File: src/rtl/mem_port_arbiter.sv
// -----------------------------------------------------------------------------
// mem_port_arbiter
//
// Shares one unified memory port between the instruction-fetch requester
// (i_*) and the load/store requester (d_*). Only one transaction is in
// flight at a time. Data requests normally win, but fetch is guaranteed a
// grant after STARVE_LIMIT consecutive data grants while it was waiting.
// A watchdog completes a transaction with err=1 if the memory does not
// respond within TIMEOUT cycles of being granted (TIMEOUT=0 disables it).
//
// Ports
//   clk, reset       : clock (rising edge), synchronous active-low reset
//   i_req, i_addr    : fetch request, held stable until i_ack
//   i_ack, i_rdata   : one-cycle fetch completion pulse and its read data
//   d_req, d_we, d_addr, d_wdata, d_be
//                    : load/store request, held stable until d_ack
//   d_ack, d_rdata   : one-cycle data completion pulse, load data (0 for writes)
//   m_req, m_we, m_addr, m_wdata, m_be
//                    : memory request, held until m_gnt
//   m_gnt            : memory accepts when m_req & m_gnt
//   m_rvalid, m_rdata: memory completion and read data
//   err              : pulses with the ack when completion came from timeout
//
// All outputs are registered. FSM: IDLE -> ISSUE -> WAIT -> ACK -> IDLE.
// -----------------------------------------------------------------------------
module mem_port_arbiter #(
   parameter int AW           = 32,
   parameter int DW           = 32,
   parameter int STARVE_LIMIT = 4,
   parameter int TIMEOUT      = 64
) (
   input  logic            clk,
   input  logic            reset,

   input  logic            i_req,
   input  logic [AW-1:0]   i_addr,
   output logic            i_ack,
   output logic [DW-1:0]   i_rdata,

   input  logic            d_req,
   input  logic            d_we,
   input  logic [AW-1:0]   d_addr,
   input  logic [DW-1:0]   d_wdata,
   input  logic [DW/8-1:0] d_be,
   output logic            d_ack,
   output logic [DW-1:0]   d_rdata,

   output logic            m_req,
   output logic            m_we,
   output logic [AW-1:0]   m_addr,
   output logic [DW-1:0]   m_wdata,
   output logic [DW/8-1:0] m_be,
   input  logic            m_gnt,
   input  logic            m_rvalid,
   input  logic [DW-1:0]   m_rdata,

   output logic            err
);

   localparam int BW  = DW / 8;
   // Wait counter only has to reach TIMEOUT-1.
   localparam int WCW = (TIMEOUT > 1) ? $clog2(TIMEOUT) : 1;
   localparam logic [WCW-1:0] WAIT_LAST  = WCW'((TIMEOUT > 0) ? TIMEOUT - 1 : 0);
   localparam logic [3:0]     STARVE_MAX = 4'(STARVE_LIMIT);
   localparam bit             TO_EN      = (TIMEOUT != 0);

   typedef enum logic [1:0] {
      IDLE  = 2'd0,
      ISSUE = 2'd1,
      WAIT  = 2'd2,
      ACK   = 2'd3
   } state_t;

   state_t         r_state;
   logic           r_owner_d;      // 1 = current transaction belongs to data port
   logic [3:0]     r_starve_cnt;   // consecutive data grants while fetch waited
   logic [WCW-1:0] r_wait_cnt;     // cycles spent in WAIT

   logic w_any_req;
   logic w_starved;
   logic w_grant_d;
   logic w_timeout;

   assign w_any_req = i_req | d_req;
   assign w_starved = (r_starve_cnt == STARVE_MAX);
   // Data wins unless fetch is also waiting and has hit the starvation bound.
   assign w_grant_d = d_req & ~(i_req & w_starved);
   assign w_timeout = TO_EN && (r_wait_cnt == WAIT_LAST);

   always_ff @(posedge clk) begin
      if (!reset) begin
         r_state      <= IDLE;
         r_owner_d    <= 1'b0;
         r_starve_cnt <= '0;
         r_wait_cnt   <= '0;
         m_req        <= 1'b0;
         m_we         <= 1'b0;
         m_addr       <= '0;
         m_wdata      <= '0;
         m_be         <= '0;
         i_ack        <= 1'b0;
         d_ack        <= 1'b0;
         i_rdata      <= '0;
         d_rdata      <= '0;
         err          <= 1'b0;
      end else begin
         case (r_state)
            IDLE: begin
               if (w_any_req) begin
                  r_state <= ISSUE;
                  m_req   <= 1'b1;
                  if (w_grant_d) begin
                     r_owner_d <= 1'b1;
                     m_we      <= d_we;
                     m_addr    <= d_addr;
                     m_wdata   <= d_wdata;
                     m_be      <= d_be;
                     // Count only grants that actually made fetch wait.
                     if (i_req) begin
                        if (!w_starved)
                           r_starve_cnt <= r_starve_cnt + 4'd1;
                     end else begin
                        r_starve_cnt <= '0;
                     end
                  end else begin
                     r_owner_d    <= 1'b0;
                     m_we         <= 1'b0;
                     m_addr       <= i_addr;
                     m_wdata      <= '0;
                     m_be         <= {BW{1'b1}};
                     r_starve_cnt <= '0;
                  end
               end
            end

            ISSUE: begin
               if (m_gnt) begin
                  m_req      <= 1'b0;
                  r_wait_cnt <= '0;
                  r_state    <= WAIT;
               end
            end

            WAIT: begin
               if (m_rvalid || w_timeout) begin
                  r_state <= ACK;
                  err     <= ~m_rvalid;
                  if (r_owner_d) begin
                     d_ack   <= 1'b1;
                     // Writes and timed-out reads return zero.
                     d_rdata <= (m_rvalid && !m_we) ? m_rdata : '0;
                  end else begin
                     i_ack   <= 1'b1;
                     i_rdata <= m_rvalid ? m_rdata : '0;
                  end
               end else begin
                  r_wait_cnt <= r_wait_cnt + WCW'(1);
               end
            end

            ACK: begin
               r_state <= IDLE;
               i_ack   <= 1'b0;
               d_ack   <= 1'b0;
               i_rdata <= '0;
               d_rdata <= '0;
               err     <= 1'b0;
            end

            default: r_state <= IDLE;
         endcase
      end
   end

endmodule

File: config.mk
export PLATFORM = sky130hd
export DESIGN_NAME = mem_port_arbiter
export DESIGN_NICKNAME = d
export VERILOG_FILES = /design/src/rtl/mem_port_arbiter.sv
export SDC_FILE = /design/constraint.sdc
export NUM_CORES = 1
export LEC_CHECK = 0
export CORE_AREA = 10 10 115 117
export CTS_BUF_LIST = sky130_fd_sc_hd__clkbuf_4 sky130_fd_sc_hd__clkbuf_8 sky130_fd_sc_hd__clkbuf_16
export DETAILED_ROUTE_END_ITERATION = 12
export DIE_AREA = 0 0 125 127
export DONT_BUFFER_PORTS = 1
export PLACE_DENSITY = 0.7
export SLEW_MARGIN = 40
export SYNTH_ARGS = -nofsm -noshare
export SYNTH_HDL_FRONTEND = slang
export SYNTH_SLANG_ARGS = --single-unit
File: constraint.sdc
create_clock -name clk -period 2.25 [get_ports clk]
set_input_delay 0.45 -clock clk [delete_from_list [all_inputs] [get_ports clk]]
set_output_delay 0.45 -clock clk [all_outputs]
set_load 0.02 [all_outputs]
==> flow_summary.json <==
{
  "status": "finished clean",
  "period_needed_ns": 2.03,
  "ys_async_sr_fraction_pct": 0,
  "grt_max_degree": 69,
  "nets": 721,
  "p_total_mw": 8.23,
  "numCtsBuffers": 17,
  "most-common-layout-cells": "dfxtp_1 (150), a21oi_1 (68), nor2_1 (38), nand3_1 (38), a32o_1 (35)",
  "hp-class": "in2reg",
  "clockBufferDepth": 2,
  "crit_chain": "inv_1 > ha_1 > and2b_1 > o21ai_1 > o21ai_0 > a32o_1",
  "yosysWarnings": 0,
  "cp.arrival_ns": 2.33,
  "fin_ws_ns": 0.215,
  "finalWeightedCongestion": 0.770,
  "drt-pass1-iter-count": 6,
  "max-slew-margin-rel_pct": 51.6,
  "cp.required_ns": 2.54,
  "power_density_nw_per_um2": 1250,
  "hold-worst-slack_ns": 0.194,
  "cp_slowest_cell": "o21ai_1",
  "drv_cap": 0,
  "coreArea_um2": 11100,
  "fill_cells": 935,
  "ant_nets": 0,
  "syn_inst": 603,
  "cts.sinks": 150,
  "syn-mean-instance-area_um2": 9.82,
  "wl_um": 16300,
  "stdcell_area_um2": 6570,
  "ys_seq_area_share_pct": 50.7,
  "ff2ff_setup_slack_ns": 0.22,
  "syn_to_final_growth_pct": 11.0,
  "crit_type": "reg2reg",
  "gr-total-overflow": 0,
  "dpl.cell_count": 698,
  "synth_flop_cell": "dfxtp_1",
  "cts.reportedPaths.clkPinSlew_ns": 0.06,
  "setup_viol": 0,
  "setup_tns_ns": 0,
  "hold_viol": 0,
  "num_rows": 39,
  "vias": 4729,
  "ir_worst_vdd_uv": 663,
  "synth_enable_flop_cells": 0,
  "path_max_fanout": 12,
  "utilization_pct": 59.1,
  "die_h_um": 127,
  "cp-start-kind": "register",
  "boundaryPins": 276,
  "fmax_ghz": 0.492,
  "end_kind": "register",
  "path_delay_family": "compound AO/OA/AOI/OAI gates",
  "fin_cells": 731,
  "multiInputGateArea_um2": 2600,
  "timing.final.crit_share_pct": 90.4,
  "path_buf_inv": 1,
  "die_x_um": 125,
  "yosys.cell_types.count": 51,
  "report.final.slew_viol_count": 0,
  "synthTopCellsByArea": "dfxtp_1 (51%), a32o_1 (5.9%), a21oi_1 (5.7%)",
  "drtIter0Drc": 322,
  "clk_latency_ns": 0.41,
  "seq_area_um2": 3000,
  "ys_ff_latch": 150,
  "skew_ns": 0.00856,
  "route.detailed.wl_per_inst_um": 22.3,
  "yosys.area.top_type": "dfxtp_1",
  "hold_buffers": 0,
  "antenna_found_initial": 0,
  "dieArea_um2": 15900,
  "cts_setup_buffers": 0,
  "cts_tree": "done",
  "drc": 0,
  "cts.repair.resized": 0,
  "diodes": 0,
  "slowest_delay_ns": 0.40,
  "viasPerCell": 6.47,
  "grt_pass1_vias": 4507,
  "root_buffer": "clkbuf_16",
  "grt_first_pass_wirelength_um": 24900,
  "placed_cell_area_um2": 5910,
  "htree_levels": 4,
  "synth_top_area_share_pct": 50.7,
  "dpl.hpwl_um": 11900,
  "p_leak_nw": 2.39,
  "drive_gt1_share_pct": 11.4,
  "layout_commonest_cell": "dfxtp_1",
  "port_buffers": 0,
  "synthesis.nets": 749,
  "synth_area_um2": 5920,
  "place_ws_ns": 0.168,
  "tightest_slew_ns": 0.722,
  "start_util_pct": 53.2,
  "rsz0062_at_grt": "no",
  "grtUsageTotal_pct": 19.0
}
## final cells by class
| type | instances | share of cell area, % |
|---|---|---|
| multi-input cells | 384 | 39.5 |
| well taps | 143 | 2.72 |
| repair buffers | 13 | 1.79 |
| flip-flops and latches | 150 | 45.7 |
| clock inverters | 13 | 3.08 |
| inverters | 9 | 0.514 |
| clock buffers | 19 | 6.70 |
## layer usage
metal | routed length (um) | track usage (%) | part of all wire (%) | vias to the layer above
met5 | 0 | 0 | 0 | -
li1 | - | - | - | 2222
met3 | 1910 | 11.0 | 12 | 23
met2 | 8220 | 32.1 | 50 | 241
met1 | 5940 | 19.6 | 36 | 2243
met4 | 241 | 5.89 | 1.5 | 0
## Yosys cell counts, types with 6 or more instances
cell and n:
buf_2 16, a32o_1 35, dfxtp_1 150, nand3_1 38
clkbuf_1 34, a22oi_1 33, inv_1 8, a21oi_1 68
buf_4 6, o21ai_0 34, mux2i_1 32, ha_1 7
nand2_1 11, nand4_1 33, nor2_1 39
## report_power, final
group / total (mW) / switching [mW] / internal [mW]
clock network: 3.06 / 1.07 / 1.99
registers: 3.78 / 0.738 / 3.05
logic: 1.38 / 0.874 / 0.506
total: 8.23 / 2.68 / 5.54
## worst paths after layout
kind	startpoint	to	depth (start not counted)
max reg2reg	r_state[0]$_SDFFE_PN0P_	err$_SDFFE_PN0P_	6
max	r_state[0]$_SDFFE_PN0P_	err$_SDFFE_PN0P_	6
min	d_wdata[11]	m_wdata[11]$_SDFFE_PN0P_	2
min reg2reg	r_starve_cnt[0]$_SDFFE_PN0P_	r_starve_cnt[0]$_SDFFE_PN0P_	2
## cell families (layout without fill, tap and decap cells)
group | after synthesis | after routing | share of synthesized area [%]
buffers and inverters | 69 | 54 | 5.60
multiplexers | 32 | 32 | 5.41
adder cells (fa/ha/maj) | 7 | 7 | 1.48
AND/OR/NAND/NOR | 146 | 146 | 13.5
flip-flops | 150 | 150 | 50.7
AO/OA/AOI/OAI | 199 | 199 | 23.3
## state kept, by name, summed over array words and instances, names as in the netlist, 2 cells and up
register      count
d_rdata          32
i_rdata          32
m_addr           32
m_wdata          32
r_wait_cnt        6
m_be              4
r_starve_cnt      4
r_state           2
No activity file was read; power rests on OpenSTA's default activity.
